--- src/rtl/punc_pkg.sv ---
// PUnC sequencer shared types: opcodes, FSM states,
// select encodings and the packed datapath control word.
package punc_pkg;

  localparam logic [3:0] OP_BR  = 4'b0000;
  localparam logic [3:0] OP_ADD = 4'b0001;
  localparam logic [3:0] OP_LD  = 4'b0010;
  localparam logic [3:0] OP_ST  = 4'b0011;
  localparam logic [3:0] OP_JSR = 4'b0100;
  localparam logic [3:0] OP_AND = 4'b0101;
  localparam logic [3:0] OP_LDR = 4'b0110;
  localparam logic [3:0] OP_STR = 4'b0111;
  localparam logic [3:0] OP_NOT = 4'b1001;
  localparam logic [3:0] OP_LDI = 4'b1010;
  localparam logic [3:0] OP_STI = 4'b1011;
  localparam logic [3:0] OP_JMP = 4'b1100;
  localparam logic [3:0] OP_RSV = 4'b1101;
  localparam logic [3:0] OP_LEA = 4'b1110;
  localparam logic [3:0] OP_HLT = 4'b1111;

  typedef enum logic [3:0] {
    S_INIT   = 4'd0,
    S_FETCH  = 4'd1,
    S_DECODE = 4'd2,
    S_EXEC   = 4'd3,
    S_EXEC2  = 4'd4,
    S_PAUSE  = 4'd5,
    S_HALT   = 4'd6,
    S_FAULT  = 4'd7
  } state_e;

  localparam int PC_SEL_W = 2;
  localparam int MADDR_W  = 2;
  localparam int WDATA_W  = 2;
  localparam int ALU_W    = 2;

  typedef enum logic [PC_SEL_W-1:0] {
    PC_SEL_RF_R1 = 2'd0,
    PC_SEL_OFF9  = 2'd1,
    PC_SEL_OFF11 = 2'd2
  } pc_sel_e;

  typedef enum logic [MADDR_W-1:0] {
    MA_PC      = 2'd0,
    MA_PC_OFF9 = 2'd1,
    MA_R1_OFF6 = 2'd2,
    MA_PREV    = 2'd3
  } maddr_e;

  typedef enum logic [WDATA_W-1:0] {
    WD_ALU     = 2'd0,
    WD_PC_OFF9 = 2'd1,
    WD_MEM     = 2'd2,
    WD_PC      = 2'd3
  } wdata_e;

  typedef enum logic {
    WA_DR = 1'b0,
    WA_R7 = 1'b1
  } waddr_e;

  typedef enum logic {
    R0_SR2 = 1'b0,
    R0_SR  = 1'b1
  } r0addr_e;

  typedef enum logic [ALU_W-1:0] {
    ALU_ADD  = 2'd0,
    ALU_AND  = 2'd1,
    ALU_NOT  = 2'd2,
    ALU_PASS = 2'd3
  } alu_sel_e;

  typedef enum logic {
    AV_REG  = 1'b0,
    AV_IMM5 = 1'b1
  } alu_val_e;

  typedef struct packed {
    logic     ir_clr;
    logic     ir_ld;
    logic     pc_ld;
    logic     pc_clr;
    logic     pc_inc;
    pc_sel_e  pc_sel;
    maddr_e   mem_r_addr_sel;
    maddr_e   mem_w_addr_sel;
    wdata_e   rf_w_data_sel;
    waddr_e   rf_w_addr_sel;
    r0addr_e  rf_r0_addr_sel;
    logic     rf_w_wr;
    logic     rf_r0_rd;
    logic     rf_r1_rd;
    logic     prev_ld;
    logic     nzp_ld;
    logic     nzp_clr;
    alu_sel_e alu_sel;
    alu_val_e alu_first_val;
  } ctrl_t;

  localparam int CTRL_W = $bits(ctrl_t);

  function automatic logic op_is_mem(input logic [3:0] op);
    return (op == OP_LD) || (op == OP_LDR) || (op == OP_LDI) ||
           (op == OP_ST) || (op == OP_STR) || (op == OP_STI);
  endfunction

  function automatic logic op_has_exec2(input logic [3:0] op);
    return (op == OP_JSR) || (op == OP_LDI) || (op == OP_STI);
  endfunction

endpackage

--- src/rtl/punc_mem_timer.sv ---
// Memory wait counter; expire flags a request that has
// waited MEM_TIMEOUT cycles without ack (0 = never).
module punc_mem_timer
  import punc_pkg::*;
#(
  parameter int MEM_TIMEOUT = 15,
  parameter int TMO_W       = 4
) (
  input  logic clk,
  input  logic rst_n,
  input  logic clr,
  input  logic en,
  output logic expire
);

  logic [TMO_W-1:0] cnt;

  always_ff @(posedge clk or negedge rst_n) begin
    if (!rst_n) begin
      cnt <= '0;
    end else if (clr) begin
      cnt <= '0;
    end else if (en && !expire) begin
      cnt <= cnt + 1'b1;
    end
  end

  assign expire = (MEM_TIMEOUT != 0) &&
                  (cnt == TMO_W'(MEM_TIMEOUT));

endmodule

--- src/rtl/punc_seq_ctrl.sv ---
// PUnC LC3 control sequencer over a req/ack memory port,
// with timeout fault, HALT, debug pause/step and retire pulse.
module punc_seq_ctrl
  import punc_pkg::*;
#(
  parameter int DATA_W      = 16,
  parameter int MEM_TIMEOUT = 15,
  parameter int TMO_W       = 4
) (
  input  logic              clk,
  input  logic              rst,
  input  logic [DATA_W-1:0] ir,
  input  logic              nzp_match,
  input  logic              mem_ack,
  input  logic              dbg_pause,
  input  logic              dbg_step,
  output logic [CTRL_W-1:0] ctrl,
  output logic              mem_req,
  output logic              mem_we,
  output logic [3:0]        state_o,
  output logic              halted,
  output logic              fault,
  output logic              retired
);

  state_e     state, state_nx, end_nx;
  ctrl_t      c;
  logic [3:0] op;
  logic       imm, jsr_off, ir_unused;
  logic       expire, tmr_clr, tmr_en;

  assign op        = ir[DATA_W-1 -: 4];
  assign imm       = ir[5];
  assign jsr_off   = ir[11];
  assign ir_unused = ^ir;

  // a new request sequence starts after any idle or acked cycle
  assign tmr_clr = !mem_req || mem_ack;
  assign tmr_en  = mem_req && !mem_ack;

  punc_mem_timer #(
    .MEM_TIMEOUT(MEM_TIMEOUT),
    .TMO_W      (TMO_W)
  ) u_tmr (
    .clk   (clk),
    .rst_n (rst),
    .clr   (tmr_clr),
    .en    (tmr_en),
    .expire(expire)
  );

  always_ff @(posedge clk or negedge rst) begin
    if (!rst) state <= S_INIT;
    else      state <= state_nx;
  end

  assign end_nx = dbg_pause ? S_PAUSE : S_FETCH;

  always_comb begin
    state_nx = state;
    unique case (state)
      S_INIT:   state_nx = end_nx;
      S_FETCH: begin
        if (mem_ack)     state_nx = S_DECODE;
        else if (expire) state_nx = S_FAULT;
      end
      S_DECODE: state_nx = S_EXEC;
      S_EXEC: begin
        if (op == OP_HLT) begin
          state_nx = S_HALT;
        end else if (op_is_mem(op) && !mem_ack) begin
          if (expire) state_nx = S_FAULT;
        end else if (op_has_exec2(op)) begin
          state_nx = S_EXEC2;
        end else begin
          state_nx = end_nx;
        end
      end
      S_EXEC2: begin
        if (op_is_mem(op) && !mem_ack) begin
          if (expire) state_nx = S_FAULT;
        end else begin
          state_nx = end_nx;
        end
      end
      S_PAUSE: begin
        if (dbg_step || !dbg_pause) state_nx = S_FETCH;
      end
      S_HALT:   state_nx = S_HALT;
      S_FAULT:  state_nx = S_FAULT;
      default:  state_nx = S_INIT;
    endcase
  end

  always_comb begin
    c       = '0;
    mem_req = 1'b0;
    mem_we  = 1'b0;
    retired = 1'b0;
    unique case (state)
      S_INIT: begin
        c.pc_clr  = 1'b1;
        c.ir_clr  = 1'b1;
        c.nzp_clr = 1'b1;
      end
      S_FETCH: begin
        mem_req          = 1'b1;
        c.mem_r_addr_sel = MA_PC;
        c.ir_ld          = mem_ack;
        c.pc_inc         = mem_ack;
      end
      S_EXEC: begin
        unique case (op)
          OP_ADD, OP_AND: begin
            c.rf_r1_rd       = 1'b1;
            c.rf_r0_rd       = !imm;
            c.rf_r0_addr_sel = R0_SR2;
            c.alu_first_val  = imm ? AV_IMM5 : AV_REG;
            c.alu_sel        = (op == OP_ADD) ? ALU_ADD : ALU_AND;
            c.rf_w_data_sel  = WD_ALU;
            c.rf_w_addr_sel  = WA_DR;
            c.rf_w_wr        = 1'b1;
            c.nzp_ld         = 1'b1;
            retired          = 1'b1;
          end
          OP_NOT: begin
            c.rf_r1_rd      = 1'b1;
            c.alu_sel       = ALU_NOT;
            c.rf_w_data_sel = WD_ALU;
            c.rf_w_wr       = 1'b1;
            c.nzp_ld        = 1'b1;
            retired         = 1'b1;
          end
          OP_BR: begin
            c.pc_sel = PC_SEL_OFF9;
            c.pc_ld  = nzp_match;
            retired  = 1'b1;
          end
          OP_JMP: begin
            c.rf_r1_rd = 1'b1;
            c.pc_sel   = PC_SEL_RF_R1;
            c.pc_ld    = 1'b1;
            retired    = 1'b1;
          end
          OP_LEA: begin
            c.rf_w_data_sel = WD_PC_OFF9;
            c.rf_w_wr       = 1'b1;
            c.nzp_ld        = 1'b1;
            retired         = 1'b1;
          end
          OP_LD, OP_LDR: begin
            mem_req          = 1'b1;
            c.rf_r1_rd       = (op == OP_LDR);
            c.mem_r_addr_sel = (op == OP_LDR) ? MA_R1_OFF6 : MA_PC_OFF9;
            c.rf_w_data_sel  = WD_MEM;
            c.rf_w_wr        = mem_ack;
            c.nzp_ld         = mem_ack;
            retired          = mem_ack;
          end
          OP_ST, OP_STR: begin
            mem_req          = 1'b1;
            mem_we           = 1'b1;
            c.rf_r1_rd       = (op == OP_STR);
            c.mem_w_addr_sel = (op == OP_STR) ? MA_R1_OFF6 : MA_PC_OFF9;
            c.rf_r0_rd       = 1'b1;
            c.rf_r0_addr_sel = R0_SR;
            retired          = mem_ack;
          end
          OP_LDI, OP_STI: begin
            // both start by reading the pointer into prev
            mem_req          = 1'b1;
            c.mem_r_addr_sel = MA_PC_OFF9;
            c.prev_ld        = mem_ack;
          end
          OP_JSR: begin
            c.rf_w_data_sel = WD_PC;
            c.rf_w_addr_sel = WA_R7;
            c.rf_w_wr       = 1'b1;
          end
          default: retired = 1'b1;
        endcase
      end
      S_EXEC2: begin
        unique case (op)
          OP_JSR: begin
            c.pc_sel   = jsr_off ? PC_SEL_OFF11 : PC_SEL_RF_R1;
            c.rf_r1_rd = !jsr_off;
            c.pc_ld    = 1'b1;
            retired    = 1'b1;
          end
          OP_LDI: begin
            mem_req          = 1'b1;
            c.mem_r_addr_sel = MA_PREV;
            c.rf_w_data_sel  = WD_MEM;
            c.rf_w_wr        = mem_ack;
            c.nzp_ld         = mem_ack;
            retired          = mem_ack;
          end
          OP_STI: begin
            mem_req          = 1'b1;
            mem_we           = 1'b1;
            c.mem_w_addr_sel = MA_PREV;
            c.rf_r0_rd       = 1'b1;
            c.rf_r0_addr_sel = R0_SR;
            retired          = mem_ack;
          end
          default: ;
        endcase
      end
      default: ;
    endcase
  end

  assign ctrl    = c;
  assign state_o = state;
  assign halted  = (state == S_HALT);
  assign fault   = (state == S_FAULT);

endmodule

--- config.mk ---
export PLATFORM = sky130hd
export DESIGN_NAME = punc_seq_ctrl
export DESIGN_NICKNAME = d
export VERILOG_FILES = /design/src/rtl/punc_pkg.sv /design/src/rtl/punc_mem_timer.sv /design/src/rtl/punc_seq_ctrl.sv
export SDC_FILE = /design/constraint.sdc
export NUM_CORES = 1
export LEC_CHECK = 0
export CAP_MARGIN = 30
export CORE_MARGIN = 3
export CORE_UTILIZATION = 43
export CTS_CLUSTER_DIAMETER = 60
export DETAILED_ROUTE_END_ITERATION = 8
export GPL_ROUTABILITY_DRIVEN = 0
export PLACE_DENSITY_LB_ADDON = 0.1
export SLEW_MARGIN = 20
export SYNTH_ARGS = -nofsm -noshare
export SYNTH_HDL_FRONTEND = slang
export SYNTH_SLANG_ARGS = --single-unit
export TNS_END_PERCENT = 20
--- constraint.sdc ---
create_clock -name clk -period 3.2 [get_ports clk]
set_clock_uncertainty 0.15 [all_clocks]
set_input_delay 0.32 -clock clk [delete_from_list [all_inputs] [get_ports clk]]
set_output_delay 0.32 -clock clk [all_outputs]
set_load 0.1 [all_outputs]
==> results of run 1 <==
final timing paths:
kind	from	end	slack, ns	cells after the start
worst max-delay path	state_o[3]	ctrl[8]	0.47	5
worst min-delay path	rst	state_o[2]	0.18	1
worst max register to register	state_o[0]	u_tmr.cnt[3]	1.16	5
worst min register to register	u_tmr.cnt[3]	u_tmr.cnt[3]	0.48	2
max in group asynchronous	rst	u_tmr.cnt[3]	2.45	1
min in group clk	u_tmr.cnt[3]	u_tmr.cnt[3]	0.48	2
power by group through the flow:
stage	sequential [W]	combinational [W]	clock (W)
2_1_floorplan	0.000174	0.000240	0
3_3_place_gp	0.000135	0.000351	0
3_5_place_dp	0.000136	0.000356	0
4_1_cts	0.000134	0.000356	0.0000827
5_1_grt	0.000137	0.000372	0.0000866
6_report	0.000135	0.000356	0.0000797
flip-flops by register name (all words and copies together), names as in the netlist:
name,cells
state_o,4
u_tmr.cnt,4
layout make-up:
type / instances / share of cell area, %
multi-input combinational: 117 / 46.68
timing repair buffer: 52 / 38.07
sequential: 8 / 11.20
tap: 28 / 1.959
clock buffer: 3 / 1.260
inverter: 4 / 0.8398
metal layers:
layer	up-vias	global-route usage (%)	share of wire (%)
li1	610	-	-
met2	47	38.12	52
met3	3	2.759	5.8
met1	615	25.90	41
met5	-	0	0
met4	0	7.458	1.0
critical path, delay by kind of cell (launching register included):
kind | cells | cell delay, ns
buffers and inverters | 1 | 0.22
AND/OR/NAND/NOR | 3 | 0.88
AO/OA/AOI/OAI | 1 | 0.33
flip-flops | 1 | 0.56
per-stage QoR:
stage | cells | power (W) | TNS, ns | instance area (um2) | util [%]
finish | 212 | 0.0005709 | 0 | 1788 | 77.12
global route | 212 | 0.0005956 | 0 | 1788 | 77.12
CTS | 212 | 0.0005732 | 0 | 1788 | 77.12
detailed placement | 209 | 0.0004912 | 0 | 1765 | 76.15
global placement | 209 | 0.0004862 | 0 | 1765 | 76.15
floorplan | 147 | 0.0004141 | -4.814 | 1154 | -
cells in the final DEF (no fill, tap or decap), drive strengths merged, types with 2 or more instances in the layout:
cell	count
buf	41
nor2	15
a21oi	12
clkdlybuf4s50	11
o21ai	9
nor3	9
nand2	8
dfrtp	8
nand3	6
and3	6
nor2b	5
a31oi	4
nand2b	4
inv	4
nor4b	4
and2	3
o22ai	3
nor4	3
clkbuf	3
or4b	2
xnor2	2
mux2i	2
nand3b	2
a211o	2
nor4bb	2
o32ai	2
logic make-up after synthesis:
group,count (synthesis)
DFF,8
adders and majority gates,1
buffers and inverters,22
xor gates and xnor gates,3
AOI/OAI and AO/OA,36
muxes,3
other,1
and+or+nand+nor,73
==> impl_metrics.yaml, run 1 <==
status:
  status: "complete, no violations"
cts:
  clock_latency_ns: 0.26
  post-cts-setup-buffers: 0
  cts_hold_buf: 0
  cts_buffers: 3
  cts_root_buf: "clkbuf_4"
  cts_buffer_depth: 2
  cts_resized: 0
  clock-sinks: 8
  cts.reportedPaths.clkPinSlew_ns: 0.06
  cts_tree: "built"
  htreeDepth: 1
synthesis:
  syn_nets: 170
  synth-xor-area-share_pct: 2.395
  ys_top_cells_by_count: "a21oi_1, nor2_1, nor3_1, o21ai_0"
  yosys-top-cells-area: "dfrtp_1, a21oi_1, nor3_1"
  ys_warn_count: 0
  yosys.area_share.adder_pct: 1.140
  yosysTopAreaCell: "dfrtp_1"
  synthMuxAreaShare_pct: 2.851
  postSynth.asyncResetShare_pct: 100.0
  netlist_instances: 147
  synth_area_um2: 1097
  synth_top_family_by_area: "simple AND/OR/NAND/NOR gates"
  syn_avg_cell_area_um2: 7.465
  synth_seq_cells: 8
  synth-compound-area-share_pct: 20.87
  synth_ff_type: "dfrtp_1"
  synth_simple_gate_area_share_pct: 43.33
  ys_seq_area_share_pct: 18.24
  synth.distinct_cells: 47
  synth-edff-count: 0
  synth_top_area_share_pct: 18.24
floorplan:
  core_um2: 2318
  initial_core_util_pct: 47.33
  num_rows: 17
  ios: 55
  dieWidth_um: 56.52
  dieArea_um2: 3194
  die_y_um: 56.52
global_route:
  track_usage_pct: 21.38
  grt_max_degree: 20
  grt_pass1_wl_mm: 5.609
  grt-ovfl-total: 0
  antenna_found_initial: 0
  first_global_vias: 1237
timing:
  hold_violations: 0
  slew_violations: 0
  finalSetupViolations: 0
  worst_slew_pin_slew_ns: 0.5556
  rsz0062_at_grt: "no"
  setup_ws_ns: 0.4675
  max_slew_margin_pct: 62.96
  fmax_ghz: 0.3660
  hold_slack_ns: 0.1832
  timing.final.crit_share_pct: 85.39
  finalCriticalPeriod_ns: 2.732
pwr:
  p_switching_w: 0.0003114
  power_density_nw_per_um2: 319.3
  p_comb_share_pct: 62.4
  switching_share_pct: 54.54
  vdd.ir_drop.worst_v: 0.0003574
  internal-power_w: 0.0002596
  leakage_nw: 0.6897
  p_clk_share_pct: 14.0
  pwr-share-seq_pct: 23.6
detailed_routing:
  wl_per_cell_um: 15.55
  drcViolationCount: 0
  via_count: 1275
  drt-total-wl_mm: 3.296
  via_per_inst: 6.014
  drt-initial-drc-count: 35
  ant_nets: 0
  first_pass_iters: 4
setup_path:
  worstPathRequired_ns: 2.73
  startpoint_type: "register"
  critical-path-slowest-cell: "or4b_4"
  path_class: "register to output port"
  crit_chain: "or4b_4 > nor2_4 > nor2_2 > o32ai_2 > buf_12"
  slowest_delay_ns: 0.67
  worstPathArrival_ns: 2.26
  worst-path-max-fanout: 12
  cp-end-kind: "output port"
layout:
  syn_to_final_growth_pct: 62.94
  num_antenna_cells: 0
  fill_cells: 181
  drive_above_1_share_pct: 33.70
  nets: 209
  seq_area_um2: 200.2
  multi_input_area_um2: 834.6
placed_design:
  dp_hpwl_mm: 2.494
  port-buffer-count: 44
  pre_cts_slack_ns: 0.5302
hold_path:
  min_path_type: "input port to async pin"
run:
  timing.max_cap.violations: 0
Note: power is estimated with default switching activity, not from simulation.
==> run 2: changes to the inputs <==
--- a/config.mk
+++ b/config.mk
@@ -7,12 +7,13 @@
 export LEC_CHECK = 0
 export CAP_MARGIN = 30
 export CORE_MARGIN = 3
-export CORE_UTILIZATION = 43
+export CORE_UTILIZATION = 36
 export CTS_CLUSTER_DIAMETER = 60
 export DETAILED_ROUTE_END_ITERATION = 8
 export GPL_ROUTABILITY_DRIVEN = 0
+export GPL_TIMING_DRIVEN = 0
 export PLACE_DENSITY_LB_ADDON = 0.1
-export SLEW_MARGIN = 20
+export SLEW_MARGIN = 10
 export SYNTH_ARGS = -nofsm -noshare
 export SYNTH_HDL_FRONTEND = slang
 export SYNTH_SLANG_ARGS = --single-unit
==> constraint.sdc (replaced) <==
create_clock -name clk -period 2.45 [get_ports clk]
set_clock_uncertainty 0.15 [all_clocks]
set_input_delay 0.245 -clock clk [delete_from_list [all_inputs] [get_ports clk]]
set_output_delay 0.245 -clock clk [all_outputs]
set_load 0.1 [all_outputs]
==> impl_metrics.yaml, run 2 (synthesized netlist as in run 1, its figures left out) <==
timing:
  hold_violations: 0
  rsz0062_at_grt: "yes"
  finalCriticalPeriod_ns: 2.593
  tns_ns: -0.5259
  timing.final.crit_share_pct: 105.9
  slew_violations: 0
  max_slew_margin_pct: 35.56
  fmax_ghz: 0.3856
  setup_ws_ns: -0.1434
  finalSetupViolations: 8
  worst_slew_pin_slew_ns: 0.9636
cts:
  cts.reportedPaths.clkPinSlew_ns: 0.06
  cts_buffer_depth: 2
  cts_tree: "built"
  cts_root_buf: "clkbuf_4"
  clock-sinks: 8
  htreeDepth: 1
  cts_buffers: 3
  clock_latency_ns: 0.26
detailed_routing:
  maxUsedRoutingLayer: "met4"
  routed-wl-met2_mm: 1.841
  first_pass_iters: 4
  drt-initial-drc-count: 47
  drt-total-wl_mm: 3.674
  wl_per_cell_um: 16.04
  ant_nets: 0
  wl_met1_mm: 1.525
  drcViolationCount: 0
  via_count: 1333
  via_per_inst: 5.821
  met3WireLength_um: 240
global_route:
  grt_pass1_wl_mm: 5.851
  antenna_found_initial: 0
  track_usage_pct: 20.48
  first_global_vias: 1241
  grt_max_degree: 11
  grt-ovfl-total: 0
pwr:
  switching_share_pct: 52.34
  p_clk_share_pct: 13.2
  p_comb_share_pct: 66.3
  internal-power_w: 0.0003942
  power_density_nw_per_um2: 414.1
  p_switching_w: 0.0004328
  leakage_nw: 0.7594
  pwr-share-seq_pct: 20.5
  vdd.ir_drop.worst_v: 0.0002155
layout:
  drive_above_1_share_pct: 44.95
  final_common_cell: "buf_12"
  fill_cells: 240
  num_antenna_cells: 0
  final_cell_mix: "buf_12, clkdlybuf4s50_1, buf_4, a21oi_1, buf_6"
  finalInstanceArea_um2: 1997
  syn_to_final_growth_pct: 81.98
  nets: 222
setup_path:
  worstPathRequired_ns: 2.06
  crit_path_start: "state_o[3]"
  reg2reg_from: "state_o[0]"
  path_class: "register to output port"
  worst-path-max-fanout: 6
  cp-end-kind: "output port"
  startpoint_type: "register"
  worstPathArrival_ns: 2.20
floorplan:
  core_um2: 2829
  dieArea_um2: 3747
  ios: 55
  initial_core_util_pct: 38.79
  num_rows: 19
  die_y_um: 61.21
  dieWidth_um: 61.21
placed_design:
  pre_cts_slack_ns: -0.9477
  dpl_cell_area_um2: 1730
  dp_hpwl_mm: 2.576
  port-buffer-count: 42
run:
  timing.max_cap.violations: 0
hold_path:
  min_path_type: "input port to async pin"
status:
  status: "finished with violations"
  violations: "setup timing"
==> run 2: changes by cell type in the layout (fill, tap and decap cells not counted), sizes merged <==
cell / delta
clkbuf: +10
clkdlybuf4s50: +2
clkdlybuf4s18: +1
clkdlybuf4s15: +1
==> run 2: stage by stage <==
| stage | hold slack [ns] | util (%) | std cells | power, W |
|---|---|---|---|---|
| 3_3_place_gp | 0.3927 | 61.17 | 220 | 0.0006704 |
| 6_report | 0.1155 | 70.59 | 229 | 0.0008270 |
| 5_1_grt | 0.1248 | 70.59 | 229 | 0.0008659 |
| 2_1_floorplan | -0.2006 | - | 147 | 0.0005690 |
| 4_1_cts | 0.1267 | 64.44 | 225 | 0.0007923 |
| 3_5_place_dp | 0.4074 | 61.17 | 220 | 0.0006747 |
==> run 2: worst max-delay path, cell delays in order (launching register included) <==
cell	delay, ns
dfrtp_4	0.49
buf_12	0.14
or4b_4	0.59
buf_6	0.16
o21ai_4	0.13
a21oi_2	0.09
nor2b_4	0.15
buf_12	0.18
==> run 2: worst paths after layout <==
path,slack [ns],endpoint,depth (start not counted)
max,-0.14,ctrl[15],7
min,0.12,state_o[0],1
max reg2reg,0.51,u_tmr.cnt[3],5
min reg2reg,0.48,u_tmr.cnt[3],2
max in group asynchronous,1.74,state_o[2],1
min in group clk,0.47,u_tmr.cnt[2],4
==> run 2: layout make-up <==
class	instances	area, um2	share of cell area [%]
repair buffers	47	584.3	29.26
well taps	31	38.79	1.942
plain buffers	18	138.9	6.955
inverters	4	15.01	0.7519
flip-flops and latches	8	215.2	10.78
multi-input cells	117	978.4	49.00
clock buffers	4	26.28	1.316
==> run 2: per-layer routing <==
layer / GRT usage [%] / vias to the layer above
met5: 0 / -
met3: 3.774 / 9
met2: 34.59 / 48
li1: - / 637
met1: 27.45 / 639
met4: 3.715 / 0
==> run 2: what timing repair did <==
action	CTS	global route
buffers inserted	1	4
endpoints found under the setup margin	29	22
pin swaps	2	5
resized for setup	179	45
hold buffers	0	0
==> run 2: power by group through the flow <==
| stage | Clock (W) | Sequential [W] | Combinational (W) |
|---|---|---|---|
| after global routing | 0.000120 | 0.000173 | 0.000574 |
| after global placement | 0 | 0.000169 | 0.000502 |
| after detailed placement | 0 | 0.000169 | 0.000506 |
| final | 0.000109 | 0.000169 | 0.000549 |
| after CTS | 0.000111 | 0.000167 | 0.000513 |
| after floorplan | 0 | 0.000236 | 0.000333 |
==> edit 1, RTL diff (flow settings as in run 2) <==
`MEM_TIMEOUT` is set to 15 in 2 places; all go to 7.
--- a/src/rtl/punc_mem_timer.sv
+++ b/src/rtl/punc_mem_timer.sv
@@ -3,7 +3,7 @@
 module punc_mem_timer
   import punc_pkg::*;
 #(
-  parameter int MEM_TIMEOUT = 15,
+  parameter int MEM_TIMEOUT = 7,
   parameter int TMO_W       = 4
 ) (
   input  logic clk,
--- a/src/rtl/punc_seq_ctrl.sv
+++ b/src/rtl/punc_seq_ctrl.sv
@@ -4,7 +4,7 @@
   import punc_pkg::*;
 #(
   parameter int DATA_W      = 16,
-  parameter int MEM_TIMEOUT = 15,
+  parameter int MEM_TIMEOUT = 7,
   parameter int TMO_W       = 4
 ) (
   input  logic              clk,
Formal check against the unedited RTL: not equivalent (a bounded check fails within 10 cycles, from zero or initial values and one cycle with rst low).
==> edit 1 against run 2 <==
Critical path type unchanged; wire length is 15% lower; area after synthesis fell by 1.7%; setup slack gained 0.17 ns; sequential power rose by 15%; total power increased by 25%; cell area down 14%; sequential share of layout area is 1.7 points higher; sequential cell count unchanged; critical endpoint unchanged; combinational power increased by 33%.
==> edit 1: results (changes against run 2) <==
[detailed_routing]
viasPerCell = 5.54  ; was 5.82
routed-wl-met3_um = 145  ; was 240 µm
highest_layer = met3  ; was met4
wl_per_cell_um = 14.0  ; was 16.0 µm

[placement]
dp_slack_ns = -0.928  ; was -0.948 ns
dp_cells = 216  ; was 220

[clock_tree]
post_cts_resized = 149  ; was 179
post_cts_buffers = 0  ; was 1

[synth]
synth_common_cells = 14 x nor2_1, 11 x a21oi_1  ; was 12 x a21oi_1, 12 x nor2_1, 9 x nor3_1, 9 x o21ai_0
synth-compound-area-share_pct = 25.3  ; was 20.9%
synthAdderAreaFrac_pct = 1.16  ; was 1.14%
ys_top_cells_by_area = dfrtp_1 19%, a21oi_1 5.1%, nor2_1 4.9%  ; was dfrtp_1 18%, a21oi_1 5.5%, nor3_1 4.1%

[final_layout]
fillers = 258  ; was 240
final-clk-cell-share_pct = 1.54  ; was 1.32%
nonClkBufAreaFrac_pct = 32.1  ; was 36.2%
nets = 215  ; was 222
nNonClkInverters = 3  ; was 4

[global_routing]
track_usage_pct = 17.7  ; was 20.5%
grt_pass1_wl_um = 5130  ; was 5850 µm
grt_pass1_vias = 1082  ; was 1241

[worst_setup_path]
arrival_ns = 2.03  ; was 2.20 ns

[power_and_ir_drop]
p_leak_nw = 0.736  ; was 0.759 nW

[die]
die_x_um = 60.7  ; was 61.2 µm

[sta]
slew_headroom_pct = 35.4  ; was 35.6%

[run_status]
outcome = finished clean  ; was complete, but fails checks

-- edit 1: cell count changes after synthesis, sizes merged, moves of 3 or more --
| cell | delta |
|---|---|
| nor3 | -7 |
| buf | +4 |
| clkbuf | -4 |
| a21o | +3 |
| nor2b | +3 |
| nor4 | +3 |
-- edit 1: worst paths after layout --
path                                end  slack (ns)  depth (start not counted)
max reg2reg                  state_o[2]        0.66                          6
max in group asynchronous    state_o[1]        1.75                          1
max                            ctrl[15]        0.03                          5
min in group clk             state_o[0]        0.35                          4
min reg2reg                u_tmr.cnt[0]        0.42                          2
min                        u_tmr.cnt[2]        0.11                          1
-- edit 1: power groups by stage --
stage	Combinational [mW]	Clock [mW]	Sequential, mW
after floorplan	0.471	0	0.299
after global placement	0.716	0	0.195
after detailed placement	0.722	0	0.196
after CTS	0.724	0.113	0.194
after global routing	0.773	0.119	0.198
final	0.729	0.106	0.195
==> edit 2, RTL diff (settings of run 2) <==
Made on the original files. Make the reset (`rst` and `rst_n`) synchronous in 2 clocked blocks.
--- a/src/rtl/punc_mem_timer.sv
+++ b/src/rtl/punc_mem_timer.sv
@@ -15,7 +15,7 @@
 
   logic [TMO_W-1:0] cnt;
 
-  always_ff @(posedge clk or negedge rst_n) begin
+  always_ff @(posedge clk) begin
     if (!rst_n) begin
       cnt <= '0;
     end else if (clr) begin
--- a/src/rtl/punc_seq_ctrl.sv
+++ b/src/rtl/punc_seq_ctrl.sv
@@ -49,7 +49,7 @@
     .expire(expire)
   );
 
-  always_ff @(posedge clk or negedge rst) begin
+  always_ff @(posedge clk) begin
     if (!rst) state <= S_INIT;
     else      state <= state_nx;
   end
Formal check against the unedited RTL: differs if rst is asserted again (counterexample within 4 cycles, from zero or initial values and one cycle with rst low); with rst held inactive, the same outputs for 10 cycles.
==> edit 2 against run 2 <==
Count of clock-buffer cells in the layout did not move; sequential cell count is the same; non-clock buffer count fell by 4; core utilization down 3.8 points; setup slack better by 0.18 ns; die area decreased by 4.2%; wire length fell by 8.7%; cell area is 13% lower; area after synthesis decreased by 4.7%; critical path depth decreased by 1.
Power is not compared: it rests on default switching activity, and its combinational part moved more than twofold at a synthesized area within 25%.
==> edit 2: results (changes against run 2) <==
[final_layout]
drive_above_1_share_pct = 43.0  ; was 44.9%
finalNonFillerCells = 223  ; was 229
n_antenna_cell = 0  ; unchanged
fillers = 241  ; was 240

[placement]
placed_cell_area_um2 = 1680  ; was 1730 µm²
dp_hpwl_um = 2570  ; was 2580 µm
port_buffers = 41  ; was 42
dp_slack_ns = -1.19  ; was -0.948 ns

[power_and_ir_drop]
p_leak_nw = 0.689

[sta]
holdWs_ns = 0.389  ; was 0.116 ns
period_share_pct = 98.5  ; was 106%
tightest_slew_ns = 0.969  ; was 0.964 ns

[worst_setup_path]
cpPeakStageDelay_ns = 0.54  ; was 0.59 ns
slowest_stage = or4b_4  ; unchanged
arrival_ns = 2.02  ; was 2.20 ns
cp_max_fo = 5  ; was 6

[synth]
synth_cell_types = 54  ; was 47
synth_seq_area_share_pct = 15.3  ; was 18.2%
synth_common_cells = 18 x nor2_1, 9 x clkbuf_1, 8 x a21oi_1, 8 x dfxtp_1, 8 x nand2_1  ; was 12 x a21oi_1, 12 x nor2_1, 9 x nor3_1, 9 x o21ai_0
syn_area_per_cell_um2 = 7.12  ; was 7.46 µm²
async_reset_ff_share_pct = 0  ; was 100%
ys_top_cells_by_area = dfxtp_1 15%, nor2_1 6.5%, mux2i_1 4.8%  ; was dfrtp_1 18%, a21oi_1 5.5%, nor3_1 4.1%

[min_path]
worstHoldPathType = reg -> reg  ; was in -> async

[detailed_routing]
vias = 1269  ; was 1333
drt_iter0_markers = 19  ; was 47
routed_wl_um = 3350  ; was 3670 µm

[run_status]
outcome = finished clean  ; was complete, but fails checks

[global_routing]
grt_pass1_wl_um = 5380  ; was 5850 µm
grt_pass1_vias = 1166  ; was 1241
track_usage_pct = 19.4  ; was 20.5%

[clock_tree]
insertion_delay_ns = 0.27
clock_path_buffers = 2  ; unchanged

## edit 2: cell count changes in the layout (fill, tap and decap cells not counted), sizes merged, moves of 4 or more
cell	delta
dfrtp	-8
dfxtp	+8
buf	-7
a21oi	-4
clkbuf	+4
nor2b	-4
or3	+4
## edit 2: cell families (layout without fill, tap and decap cells)
| logic type | count (synthesis) | in the layout | share of synthesized area, % |
|---|---|---|---|
| AOI/OAI and AO/OA | 33 | 33 | 21.7 |
| xor gates and xnor gates | 3 | 3 | 2.51 |
| adders and majority gates | 1 | 1 | 1.20 |
| buffers and inverters | 24 | 70 | 11.6 |
| DFF | 8 | 8 | 15.3 |
| muxes | 5 | 5 | 4.78 |
| other | 1 | 1 | 0.359 |
| and+or+nand+nor | 72 | 72 | 42.6 |
## edit 2: worst paths after layout
check,from,endpoint,cells after the start
setup / recovery,state_o[3],ctrl[8],6
hold reg to reg,u_tmr.cnt[1],u_tmr.cnt[1],2
setup reg to reg,state_o[2],u_tmr.cnt[2],5
hold / removal,u_tmr.cnt[1],u_tmr.cnt[1],2
## edit 2: what timing repair did
action,in CTS,in global routing
buffers inserted,0,2
endpoints found under the setup margin,29,23
gates resized for setup,142,36
pin swaps,0,3
hold endpoints to repair,0,0
## edit 2: per-layer routing
metal / GRT usage, % / routed length [µm] / up-vias
met5: 0 / 0 / -
met4: 3.80 / 24 / 0
met3: 5.18 / 219 / 3
met2: 31.8 / 1710 / 38
met1: 25.4 / 1400 / 604
li1: - / - / 624
## edit 2: area by class of cell
cell class	count	area [µm²]	share of cell area, %
multi-input cells	115	945	54.1
flip-flops and latches	8	175	10.0
repair buffers	43	404	23.2
inverters	5	18.8	1.08
well taps	30	37.5	2.15
clock buffers	4	26.3	1.51
plain buffers	18	139	7.96
